==> src/rtl/mprc_wb_data_reader.sv <==
// Writeback/release data reader: reads one victim line from the data array beat by beat
// and streams the beats to the release channel through a 2-entry response queue.
module mprc_wb_data_reader #(
  parameter  int BEATS = 4,
  localparam int BW    = (BEATS > 1) ? $clog2(BEATS) : 1
) (
  input  logic                 clk,
  input  logic                 reset,
  input  logic                 req_valid,
  output logic                 req_ready,
  input  logic [5:0]           req_idx,
  input  logic [3:0]           req_way_en,
  input  logic [1:0]           req_client_xact_id,
  output logic                 data_read_valid,
  input  logic                 data_read_ready,
  output logic [3:0]           data_read_way_en,
  output logic [6+BW+4-1:0]    data_read_addr,
  input  logic [127:0]         data_resp_data,
  output logic                 release_valid,
  input  logic                 release_ready,
  output logic [BW-1:0]        release_addr_beat,
  output logic [127:0]         release_data,
  output logic [1:0]           release_client_xact_id,
  output logic                 busy
);

  typedef enum logic [1:0] {IDLE, READ, DRAIN} state_t;

  typedef struct packed {
    logic [BW-1:0] beat;
    logic [127:0]  data;
  } entry_t;

  localparam logic [BW-1:0] LAST = BW'(BEATS - 1);

  state_t          state, state_nxt;
  logic [5:0]      idx;
  logic [3:0]      way;
  logic [1:0]      xid;
  logic [BW-1:0]   rd_beat, tx_beat;
  logic            inflight;
  logic [BW-1:0]   inflight_beat;
  entry_t [1:0]    q;
  logic            wptr, rptr;
  logic [1:0]      q_count;

  logic            rd_fire, push, pop, accept;
  logic [2:0]      occ;

  assign push    = inflight;
  assign pop     = release_valid & release_ready;
  assign rd_fire = data_read_valid & data_read_ready;
  assign accept  = req_valid & req_ready;

  // Slots already committed to queued or in-flight beats; a head leaving this
  // cycle frees its slot in time for a new read, which sustains one beat per cycle.
  assign occ = {1'b0, q_count} + {2'b0, inflight} - {2'b0, pop};

  always_comb begin
    state_nxt       = state;
    req_ready       = 1'b0;
    data_read_valid = 1'b0;
    case (state)
      IDLE: begin
        req_ready = 1'b1;
        if (req_valid) state_nxt = READ;
      end
      READ: begin
        data_read_valid = (occ < 3'd2);
        if (data_read_valid && data_read_ready && rd_beat == LAST) state_nxt = DRAIN;
      end
      DRAIN: begin
        if (pop && tx_beat == LAST) state_nxt = IDLE;
      end
      default: state_nxt = IDLE;
    endcase
  end

  always_ff @(posedge clk or posedge reset) begin
    if (reset) begin
      state         <= IDLE;
      idx           <= '0;
      way           <= '0;
      xid           <= '0;
      rd_beat       <= '0;
      tx_beat       <= '0;
      inflight      <= 1'b0;
      inflight_beat <= '0;
      q             <= '0;
      wptr          <= 1'b0;
      rptr          <= 1'b0;
      q_count       <= '0;
    end else begin
      state    <= state_nxt;
      inflight <= rd_fire;
      if (rd_fire) begin
        rd_beat       <= rd_beat + 1'b1;
        inflight_beat <= rd_beat;
      end
      if (pop) begin
        tx_beat <= tx_beat + 1'b1;
        rptr    <= ~rptr;
      end
      if (push) begin
        q[wptr] <= '{beat: inflight_beat, data: data_resp_data};
        wptr    <= ~wptr;
      end
      q_count <= q_count + {1'b0, push} - {1'b0, pop};
      if (accept) begin
        idx     <= req_idx;
        way     <= req_way_en;
        xid     <= req_client_xact_id;
        rd_beat <= '0;
        tx_beat <= '0;
      end
    end
  end

  assign busy                   = (state != IDLE);
  assign data_read_way_en       = way;
  assign data_read_addr         = {idx, rd_beat, 4'h0};
  assign release_valid          = (q_count != 2'd0);
  assign release_data           = q[rptr].data;
  assign release_addr_beat      = q[rptr].beat;
  assign release_client_xact_id = xid;

  // A full queue with a response still in flight would drop a beat.
  assert property (@(posedge clk) disable iff (reset) !(q_count == 2'd2 && inflight));

endmodule

==> config.mk <==
export PLATFORM = sky130hd
export DESIGN_NAME = mprc_wb_data_reader
export DESIGN_NICKNAME = d
export VERILOG_FILES = /design/src/rtl/mprc_wb_data_reader.sv
export SDC_FILE = /design/constraint.sdc
export NUM_CORES = 1
export LEC_CHECK = 0
export CORE_MARGIN = 1.5
export CORE_UTILIZATION = 44
export DETAILED_ROUTE_END_ITERATION = 10
export GPL_TIMING_DRIVEN = 0
export PLACE_DENSITY = 0.72
export SLEW_MARGIN = 20
export SYNTH_ARGS = -nofsm -noshare
export SYNTH_HDL_FRONTEND = slang
export SYNTH_SLANG_ARGS = --single-unit
==> constraint.sdc <==
create_clock -name clk -period 16.9 [get_ports clk]
set_input_delay 2.535 -clock clk [delete_from_list [all_inputs] [get_ports clk]]
set_output_delay 2.535 -clock clk [all_outputs]
set_load 0.05 [all_outputs]
# ---- Yosys cells after proc, flatten, opt, wreduce, memory -nomap -nowiden
# Cells that the tools add are included.
# Widths: inputs -> output; s select.
dict set report op_classes {
  n_mux 15
  reduce_logical 10
  eq_ne 7
  add_sub_neg 6
  bitwise 5
  magnitude_cmp 4
}
# op n
set ops {}
lappend ops {{$mux 130} 3}
lappend ops {{$bwmux 260} 1}
lappend ops {{$demux 130 s1} 1}
lappend ops {{$mux 2} 7}
lappend ops {{$reduce_bool 2->1} 4}
lappend ops {{$eq 2x2->1 const B} 3}
lappend ops {{$ne 2x2->1 const B} 3}
lappend ops {{$pmux 2 s3} 1}
lappend ops {{$add 2x1->2 const B} 2}
lappend ops {{$logic_and 1x1->1} 4}
lappend ops {{$lt 1x2->1 const B} 2}
lappend ops {{$add 2x1->3} 1}
lappend ops {{$and 1x1->1} 3}
lappend ops {{$lt 3x2->1 const B} 1}
lappend ops {{$reduce_and 3->1} 1}
lappend ops {{$sub 3x1->3} 1}
lappend ops {{$add 2x1->2} 1}
lappend ops {{$eq 2x1->1 const B} 1}
lappend ops {{$logic_not 2->1} 1}
lappend ops {{$mux 1} 2}
lappend ops {{$not 1->1} 2}
lappend ops {{$sub 2x1->2} 1}
lappend ops {{$ge 1x1->1 const B} 1}
dict set report word_totals {
  register_bits 285
  output_inout_bits 152
  input_bits 145
  elab_cells 62
}

# ---- Logic depth before layout (Yosys ltp)
# Gate-level depths: netlist of the first run.
dict set report depth {
  ltp_word 8
  ltp_mapped 9
  mapped_depth_nobuf 9
}

# ---- Least setup slack after synthesis of the first run
# Ideal clock, no wire load.
dict set report synth_timing {
  path_type {in2out}
  start {in release_ready}
  end {out data_read_valid}
  path_slack_ns 8.851
  path_stages 8
  required_time_ns 14.365
  t_arrival_ns 5.514
  n_path_buf 0
  path_cell_list {o21ai_0 inv_1 ha_1 inv_1 ha_1 fa_1 xnor2_1 nor4b_1}
}
dict set report synth_via {
  elab_chain_cells 4
}
# element line
set synth_rtl {}
lappend synth_rtl {{start, declared} 20} ;# input logic release_ready,
lappend synth_rtl {{$and 1x1->1} 51} ;# assign pop = release_valid & release_ready;
lappend synth_rtl {{named net pop} 47} ;# logic rd_fire, push, pop, accept;
lappend synth_rtl {{$sub 3x1->3} 57} ;# assign occ = {1'b0, q_count} + {2'b0, inflight} - {2'b0, pop};
lappend synth_rtl {{$lt 3x2->1} 69} ;# data_read_valid = (occ < 3'd2);
lappend synth_rtl {{$mux 1} 63} ;# case (state)
lappend synth_rtl {{end, declared} 14} ;# output logic data_read_valid,
# The timed path passes the listed nets, and every way through them passes these cells.

# ---- Worst setup path after layout of the first run
# Same ends and word-level chain as after synthesis.

==> results by group, run 1 <==
Synthesis
  – Number of warnings reported in the yosys synthesis log: 0
  – Top post-synthesis cells by area: dfrtp_1, mux2_2, buf_2, mux2_4, buf_4
  – Post-synth cell types: 30
  – Library cell with the largest summed area after synthesis: dfrtp_1
  – Synth Area per Inst: around 16 sq um
  – Most numerous cell types in the synthesized netlist: mux2_2, dfrtp_1, buf_2
  – Most frequently used flop master after synthesis: dfrtp_1
  – Area fraction of the dominant cell type after synthesis: 0.579
  – Fraction of registers with async set or reset after synthesis: 1.00
  – Most common cell in the synthesized netlist: mux2_2
  – Mapped cell area: 12300 sq um
  – Number of enable flip-flop cells after synthesis: 0
  – Gate Count Post-Synth: roughly 780
  – Share of the yosys chip area belonging to registers: 0.579
  – Flip-flop and latch count after synthesis: around 290

Die
  – Total I/O pin count: approximately 300
  – Placement row count: ~60
  – Die area: approximately 29000 sq um
  – Initial Utilization: 0.445
  – Die X: ~170 um
  – Core area: approximately 28000 sq um
  – DIE HEIGHT: between 150 and 200 um

Finish
  – Fraction of layout cells with a size suffix above 1: 0.449
  – Post-layout nets: 1265
  – Syn-to-layout area delta: 37.3%

Job
  – Count of max-cap constraint violations: 0

Routing
  – Detail-routed via count per cell: between 4 and 5
  – Drt drc: 0
  – Avg WL per Cell: approximately 19 um
  – DRC violation total after the first TritonRoute iteration: ~250
  – Post-Route WL: 29000 um
  – Total number of vias: 7502
  – First drt pass iteration count: 4
  – Post-route ant nets: 0

GRT
  – Final global-route overflow total: 0
  – Maximum number of pins on one net before global-route repair: 104
  – Antenna violations before repair: 1
  – Global-route wire length before repair: around 45000 um
  – Total Routing Usage GR: 0.201
  – Number of global-route vias before repair: 8219

STA
  – Number of max-slew violations in the final report: 0
  – Clock Skew: ~0.020 ns
  – Setup Viol. Count Final: 0
  – Fmax: 123 MHz
  – Unrepaired setup endpoints after global routing: false
  – Slew @ Worst Pin: roughly 0.61 ns
  – Max-slew headroom: 0.595
  – Final Hold Vio Count: 0
  – Setup TNS: 0 ns
  – Tmin final: between 8 and 9 ns
  – Part of the cycle the worst path needs: 0.481

Worst setup path
  – Reg-to-Reg End: rd_beat[0]
  – Critical-path cell with the highest stage delay: clkdlybuf4s50_1
  – Worst setup path category: in2out
  – CP startpoint kind: input pin
  – Cell depth of the worst flop-to-flop path: 9
  – Required time at the worst-slack endpoint: roughly 14 ns
  – Cell breakdown of the critical path: clkdlybuf4s50_1, o21ai_0, inv_1, ha_1, inv_1, ha_1, fa_1, xnor2_1, nor4b_1, clkdlybuf4s50_1
  – Launch instance of the worst register-to-register path: q_count[1]
  – Top fanout value on the critical path: 4
  – Setup slack on the worst flop-to-flop path: ~14 ns
  – Maximum single-stage delay on the critical path: 0.86 ns
  – CP Data Arrival Time: about 5.6 ns
  – Critical path capture point type: output port

Placement
  – Routability congestion estimate: approximately 0.78
  – HPWL Detailed: ~20000 um
  – Port buffer count: about 290

Min path
  – Worst min-delay path class: reg2reg
  – Worst Hold Path EP: wptr
  – Hold-critical path depth: 1
  – Start point of the worst min-delay path: wptr

Status
  – Run status: finished, final reports clean

Clocking
  – Clock Sink Count: 285
  – CTS tree: done
  – Number of buffers inserted during clock tree synthesis: 31
  – Cell at the root of the clock tree: clkbuf_16
  – Clock transition time at the flip-flop clock pins of the worst setup and hold paths: 0.06 ns
  – Skew-Pair Late Insertion Delay: approximately 0.55 ns
  – H-tree depth reported by CTS: 1
  – Post-CTS Repair Setup Buffers: 0
  – Total of cells resized after clock tree synthesis: 0
  – Buffer depth of the longest clock path: 3
  – Hold Buf Count CTS: 0
==> cell usage in the layout (no fill, tap or decap), types with 2 or more instances in the layout <==
cell type,synthesis,routed
mux2_2,395,395
clkdlybuf4s50_1,0,292
dfrtp_1,285,285
buf_2,31,31
clkbuf_16,0,31
buf_4,14,14
clkbuf_8,0,11
mux2_4,9,9
inv_1,9,8
nand2_1,6,6
clkinv_2,0,6
clkbuf_1,2,5
ha_1,4,4
conb_1,1,4
bufinv_16,0,4
o21ai_0,3,3
xnor2_1,3,3
buf_16,0,3
xor2_1,2,2
a21oi_1,2,2
a211oi_1,2,2
nor2_1,2,2
==> per-stage QoR <==
| stage | cell area (sq um) | setup slack (ns) | hold WS (ns) | utilization | instances |
|---|---|---|---|---|---|
| 3_3_place_gp | 15700 | 2.66 | 0.478 | 0.568 | 1457 |
| 6_report | 16900 | 8.77 | 0.493 | 0.611 | 1517 |
| 5_1_grt | 16900 | 8.57 | 0.505 | 0.611 | 1516 |
| 4_1_cts | 16900 | 8.71 | 0.497 | 0.611 | 1516 |
| 3_5_place_dp | 15800 | 8.73 | 0.482 | 0.571 | 1460 |
| 2_1_floorplan | 12300 | 6.50 | 0.463 | - | 787 |
==> metal layers <==
metal | wire length [um] | global-route usage | up-vias
li1 | - | - | 3457
met4 | 532 | 0.0435 | 0
met3 | 2050 | 0.0595 | 39
met2 | 14100 | 0.347 | 194
met1 | 12300 | 0.250 | 3812
met5 | 0 | 0 | -
==> cell families (layout without fill, tap and decap cells) <==
family / Yosys count / count (layout) / synth area share
compound gates: 9 / 9 / 0.00457
xor+xnor: 5 / 5 / 0.00355
fa+ha+maj: 5 / 5 / 0.00569
buf+inv: 58 / 409 / 0.0270
flops: 285 / 285 / 0.579
mux: 404 / 404 / 0.372
other cells: 1 / 5 / 0.000304
simple gates: 17 / 17 / 0.00812
==> critical path, delay by kind of cell <==
kind	cells	cell delay, ns
simple gates	1	0.28
compound gates	1	0.18
fa+ha+maj	3	0.90
xor+xnor	1	0.20
buf+inv	4	1.50
==> sequential cells by signal (all words and copies together), names as in the netlist <==
register,cells
q,260
idx,6
data_read_way_en,4
inflight_beat,2
q_count,2
rd_beat,2
release_client_xact_id,2
state,2
tx_beat,2
inflight,1
rptr,1
wptr,1
==> area by class of cell <==
| type | count | area (sq um) |
|---|---|---|
| inverters | 9 | 41.3 |
| plain buffers | 49 | 299 |
| flip-flops and latches | 285 | 7130 |
| clock inverters | 11 | 159 |
| well taps | 378 | 473 |
| multi-input cells | 444 | 4870 |
| repair buffers | 295 | 3010 |
| clock buffers | 45 | 938 |
| fillers | 2165 | 10800 |
| diodes | 1 | 2.50 |
==> worst max-delay path by stage <==
stage / from / depth (start not counted) / end
2_1_floorplan: reset / 1 / data_read_way_en[0]
3_3_place_gp: reset / 2 / q[148]
3_5_place_dp: release_ready / 10 / data_read_valid
4_1_cts: release_ready / 10 / data_read_valid
5_1_grt: release_ready / 10 / data_read_valid
6_report: release_ready / 10 / data_read_valid
Power of run 1 is not shown: default switching activity piles up to over one toggle a cycle in this logic, so the estimate is an artifact.
==> inputs of run 2 (changes only) <==
PLACE_DENSITY = 0.75   (was 0.72)
clock period = 6.7 ns   (was 16.9 ns; I/O delays follow)
==> results by group, run 2 (synthesis gave the netlist of run 1 again) <==
STA
  – Number of max-slew violations in the final report: 0 (unchanged)
  – Fmax: around 190 MHz
  – Clock Skew: 0.00633 ns (-0.0136 ns)
  – Setup Viol. Count Final: 0 (unchanged)
  – Setup TNS: 0 ns (unchanged)
  – Slew @ Worst Pin: 0.620 ns (+0.0124 ns)
  – Max-slew headroom: 0.587 (-0.00825)
  – Part of the cycle the worst path needs: 0.766
  – Unrepaired setup endpoints after global routing: false
  – Final Hold Vio Count: 0 (unchanged)
  – Tmin final: roughly 5.1 ns

Worst setup path
  – Top fanout value on the critical path: 4 (unchanged)
  – CP startpoint kind: input pin
  – Worst setup path category: in2out
  – CP Data Arrival Time: 4.13 ns (-1.47 ns)
  – Critical path capture point type: output port
  – Required time at the worst-slack endpoint: 5.69 ns (-8.68 ns)

GRT
  – Maximum number of pins on one net before global-route repair: 34 (-67%)
  – Final global-route overflow total: 0 (unchanged)
  – Met1 GRT Util: 0.256 (+0.00610)
  – Met2 capacity usage during global routing: 0.352 (+0.00570)
  – Most used routing layer: met2
  – Antenna violations before repair: 1 (unchanged)
  – Global-route wire length before repair: 46000 um (+1.4%)
  – Total Routing Usage GR: 0.205 (+0.00338)
  – Met3 usage in global routing: 0.0616 (+0.00209)
  – Number of global-route vias before repair: 8255 (+0.44%)

Clocking
  – Total of cells resized after clock tree synthesis: 0 (unchanged)
  – Number of buffers inserted during clock tree synthesis: 31 (unchanged)
  – Cell at the root of the clock tree: clkbuf_16
  – Skew-Pair Late Insertion Delay: 0.54 ns (about the same)
  – Post-CTS Repair Setup Buffers: 0 (unchanged)
  – Hold Buf Count CTS: 0 (unchanged)
  – Buffer depth of the longest clock path: 3 (unchanged)
  – H-tree depth reported by CTS: 1 (unchanged)
  – Clock Sink Count: 285 (unchanged)
  – CTS tree: done
  – Clock transition time at the flip-flop clock pins of the worst setup and hold paths: 0.06 ns (about the same)

Routing
  – Total number of vias: 7609 (+1.4%)
  – Post-route ant nets: 0 (unchanged)
  – First drt pass iteration count: 4 (unchanged)
  – Drt drc: 0 (unchanged)
  – Avg WL per Cell: 19.4 um (+1.4%)
  – DRC violation total after the first TritonRoute iteration: 186 (-26%)
  – Post-Route WL: 29500 um (+1.7%)
  – Detail-routed via count per cell: 5.00 (+1.2%)

Finish
  – Most frequent standard cell in the layout excluding fill and tap cells: mux2_2
  – Commonest non-fill, non-tap cells in the layout: mux2_2, clkdlybuf4s50_1, dfrtp_1
  – Post-layout nets: 1272 (+0.55%)
  – Filler instances: 2174 (+0.42%)
  – Register bank with the most flops: q
  – Syn-to-layout area delta: 37.2% (about the same)
  – Number of flip-flops in the largest register: 260 (unchanged)
  – Fraction of layout cells with a size suffix above 1: 0.448 (-0.000697)

Status
  – Run status: finished, final reports clean

Job
  – Count of max-cap constraint violations: 0 (unchanged)

Die
  – Core area: 27700 sq um (unchanged)
  – Initial Utilization: 0.445 (unchanged)
  – Placement row count: 61 (unchanged)
  – DIE HEIGHT: 170 um (unchanged)
  – Total I/O pin count: 297 (unchanged)
  – Die X: 170 um (unchanged)
  – Die area: 29000 sq um (unchanged)

Min path
  – Worst min-delay path class: reg2reg

Placement
  – Routability congestion estimate: 0.740 (-5.0%)
  – HPWL Detailed: 21200 um (+4.6%)
  – Port buffer count: 292 (unchanged)
run 2: cell types whose count changed in the layout (fill, tap and decap cells not counted), sizes merged:
| cell | before | now |
|---|---|---|
| bufinv | 4 | 1 |
| clkbuf | 47 | 45 |
| clkinv | 7 | 8 |
| clkinvlp | 0 | 2 |
| buf | 50 | 57 |
| inv | 9 | 8 |
run 2: routing by layer:
layer  share of wire  routed length, um
met2            0.49              14400
met3           0.079               2340
met5         0.00037                 11
met4           0.015                436
met1            0.42              12300
run 2: through the flow:
stage	hold WS [ns]	setup slack, ns	instances	util	cell area, sq um
5_1_grt	0.510	1.38	1520	0.610	16900
4_1_cts	0.501	1.55	1520	0.610	16900
6_report	0.497	1.57	1521	0.610	16900
2_1_floorplan	0.463	1.71	787	-	12300
3_5_place_dp	0.487	1.58	1467	0.576	15900
3_3_place_gp	0.481	-0.198	1457	0.568	15700
run 2: area by class of cell:
class	count	area [sq um]	area share
flip-flops and latches	285	7130	0.422
multi-input cells	444	4870	0.288
repair buffers	302	3140	0.186
clock buffers	43	881	0.0521
well taps	378	473	0.0280
plain buffers	49	299	0.0177
clock inverters	10	77.6	0.00459
inverters	9	37.5	0.00222
diodes	1	2.50	0.000148
run 2: critical path, stage by stage:
cell and delay, ns:
clkdlybuf4s50_1 0.42, o21ai_0 0.18, inv_1 0.18, ha_1 0.31
inv_1 0.04, ha_1 0.18, fa_1 0.42, xnor2_1 0.19
nor4b_1 0.32, clkdlybuf4s50_1 0.87
run 2: path summary, 6_finish.rpt:
check,start,to,slack [ns],depth (start not counted)
worst max-delay path,release_ready,data_read_valid,1.57,10
worst min-delay path,wptr,wptr,0.50,1
worst max register to register,q_count[1],inflight_beat[0],3.74,9
worst min register to register,wptr,wptr,0.50,1
max in group asynchronous,reset,q[160],4.57,7
min in group asynchronous,reset,q[120],0.82,2
Power of run 2 is left out for the same reason.
==> inputs of run 3 (changes only) <==
clock period = 4.3 ns   (was 6.7 ns; I/O delays follow)
==> results by group, run 3 (synthesis gave the netlist of run 1 again) <==
Clocking
  – Buffer depth of the longest clock path: 3 (unchanged)
  – Post-CTS Repair Setup Buffers: 0 (unchanged)
  – Clock transition time at the flip-flop clock pins of the worst setup and hold paths: 0.06 ns (about the same)
  – Clock Sink Count: 285 (unchanged)
  – Number of buffers inserted during clock tree synthesis: 31 (unchanged)
  – H-tree depth reported by CTS: 1 (unchanged)
  – CTS tree: done
  – Cell at the root of the clock tree: clkbuf_16
  – Skew-Pair Late Insertion Delay: 0.54 ns (about the same)

Finish
  – Fraction of layout cells with a size suffix above 1: 0.449 (+0.000876)
  – Syn-to-layout area delta: 37.2% (about the same)
  – Number of flip-flops in the largest register: 260 (unchanged)
  – Post-layout nets: 1272 (unchanged)
  – Filler instances: 2175 (+0.046%)
  – Commonest non-fill, non-tap cells in the layout: mux2_2, clkdlybuf4s50_1, dfrtp_1
  – Most frequent standard cell in the layout excluding fill and tap cells: mux2_2
  – Core utilization of the finished layout: 0.610 (about the same)
  – Register bank with the most flops: q

Placement
  – Routability congestion estimate: 0.740 (unchanged)
  – Port buffer count: 292 (unchanged)
  – HPWL Detailed: 21200 um (unchanged)

Job
  – Count of max-cap constraint violations: 0 (unchanged)

Routing
  – Drt drc: 0 (unchanged)
  – Detail-routed via count per cell: 5.00 (about the same)
  – Total number of vias: 7606 (-0.039%)
  – Post-Route WL: 29400 um (about the same)
  – Avg WL per Cell: 19.4 um (about the same)
  – First drt pass iteration count: 4 (unchanged)
  – DRC violation total after the first TritonRoute iteration: 186 (unchanged)
  – Post-route ant nets: 0 (unchanged)

Worst setup path
  – Worst setup path category: reg2out
  – Crit path from: q_count[1]
  – CP Data Arrival Time: 3.33 ns (-0.80 ns)
  – CP startpoint kind: register
  – Gate family responsible for the most delay along the worst path: adder cells
  – Critical path capture point type: output port
  – Sum of buffers and inverters on the critical path: 3 (-1)
  – Cell breakdown of the critical path: o21ai_0, inv_1, ha_1, inv_1, ha_1, fa_1, xnor2_1, nor4b_1, clkbuf_2
  – Critical-path cell with the highest stage delay: dfrtp_1
  – Required time at the worst-slack endpoint: 3.65 ns (-2.04 ns)
  – Top fanout value on the critical path: 4 (unchanged)
  – Launch instance of the worst register-to-register path: q_count[1]
  – Maximum single-stage delay on the critical path: 0.42 ns (-0.45 ns)

GRT
  – Final global-route overflow total: 0 (unchanged)
  – Number of global-route vias before repair: 8255 (unchanged)
  – Total Routing Usage GR: 0.205 (unchanged)
  – Maximum number of pins on one net before global-route repair: 34 (unchanged)
  – Antenna violations before repair: 1 (unchanged)
  – Global-route wire length before repair: 46000 um (unchanged)

STA
  – Number of max-slew violations in the final report: 0 (unchanged)
  – Fmax: approximately 250 MHz
  – Unrepaired setup endpoints after global routing: false
  – Final Hold Vio Count: 0 (unchanged)
  – Max-slew headroom: 0.587 (about the same)
  – Tmin final: roughly 4.0 ns
  – Part of the cycle the worst path needs: 0.924
  – Worst hold margin: 0.459 ns (-0.0381 ns)
  – Setup Viol. Count Final: 0 (unchanged)
  – Clock Skew: 0.00635 ns (+0.0000275 ns)
  – Slew @ Worst Pin: 0.620 ns (+0.000000417 ns)

Die
  – Placement row count: 61 (unchanged)
  – Initial Utilization: 0.445 (unchanged)
  – Die area: 29000 sq um (unchanged)
  – Core area: 27700 sq um (unchanged)
  – Die X: 170 um (unchanged)
  – Total I/O pin count: 297 (unchanged)
  – DIE HEIGHT: 170 um (unchanged)

Status
  – Run status: finished, final reports clean

Min path
  – Worst min-delay path class: in2async
run 3: worst paths after layout:
| check | depth (start not counted) | slack (ns) | end |
|---|---|---|---|
| max reg2reg | 9 | 1.34 | inflight_beat[0] |
| min in group clk | 1 | 0.50 | wptr |
| min | 2 | 0.46 | q[120] |
| max in group asynchronous | 7 | 2.53 | q[160] |
| min reg2reg | 1 | 0.50 | wptr |
| max | 9 | 0.33 | data_read_valid |
run 3: area by class of cell:
cell class | instances | area, sq um | share of cell area
multi-input cells | 444 | 4870 | 0.288
inverters | 9 | 37.5 | 0.00222
flip-flops and latches | 285 | 7130 | 0.422
diodes | 1 | 2.50 | 0.000148
clock inverters | 10 | 77.6 | 0.00459
well taps | 378 | 473 | 0.0280
repair buffers | 302 | 3130 | 0.185
clock buffers | 43 | 881 | 0.0521
plain buffers | 49 | 299 | 0.0177
run 3: per-stage QoR:
stage | setup TNS, ns | cell area, sq um | std cells | worst slack, ns
floorplan | -34.84 | 12300 | 787 | -0.122
global placement | -630.22 | 15700 | 1457 | -2.24
detailed placement | -0.101 | 15900 | 1467 | -0.101
CTS | 0 | 16900 | 1520 | 0.0647
global route | 0 | 16900 | 1520 | 0.0893
finish | 0 | 16900 | 1521 | 0.325
run 3: repair_timing:
action                     CTS  global route
gates resized for setup      1             3
hold endpoints to repair     0             0
setup endpoints to repair    1             1
hold buffers                 0             0
run 3: per-layer routing:
layer  wire length, um  track usage  vias up
li1                  -            -     3472
met1             12300        0.256     3876
met2             14400        0.352      221
met3              2290       0.0616       35
met4               436       0.0381        2
met5                11            0        -
run 3: worst reg2reg max path, cell delays in order, from the launching register on:
cell      delay [ns]
dfrtp_1         0.42
o21ai_0         0.38
inv_1           0.18
ha_1            0.31
inv_1           0.04
ha_1            0.18
fa_1            0.57
and4bb_2        0.28
nand2_1         0.14
mux2_2          0.35
Power of run 3 is left out for the same reason.
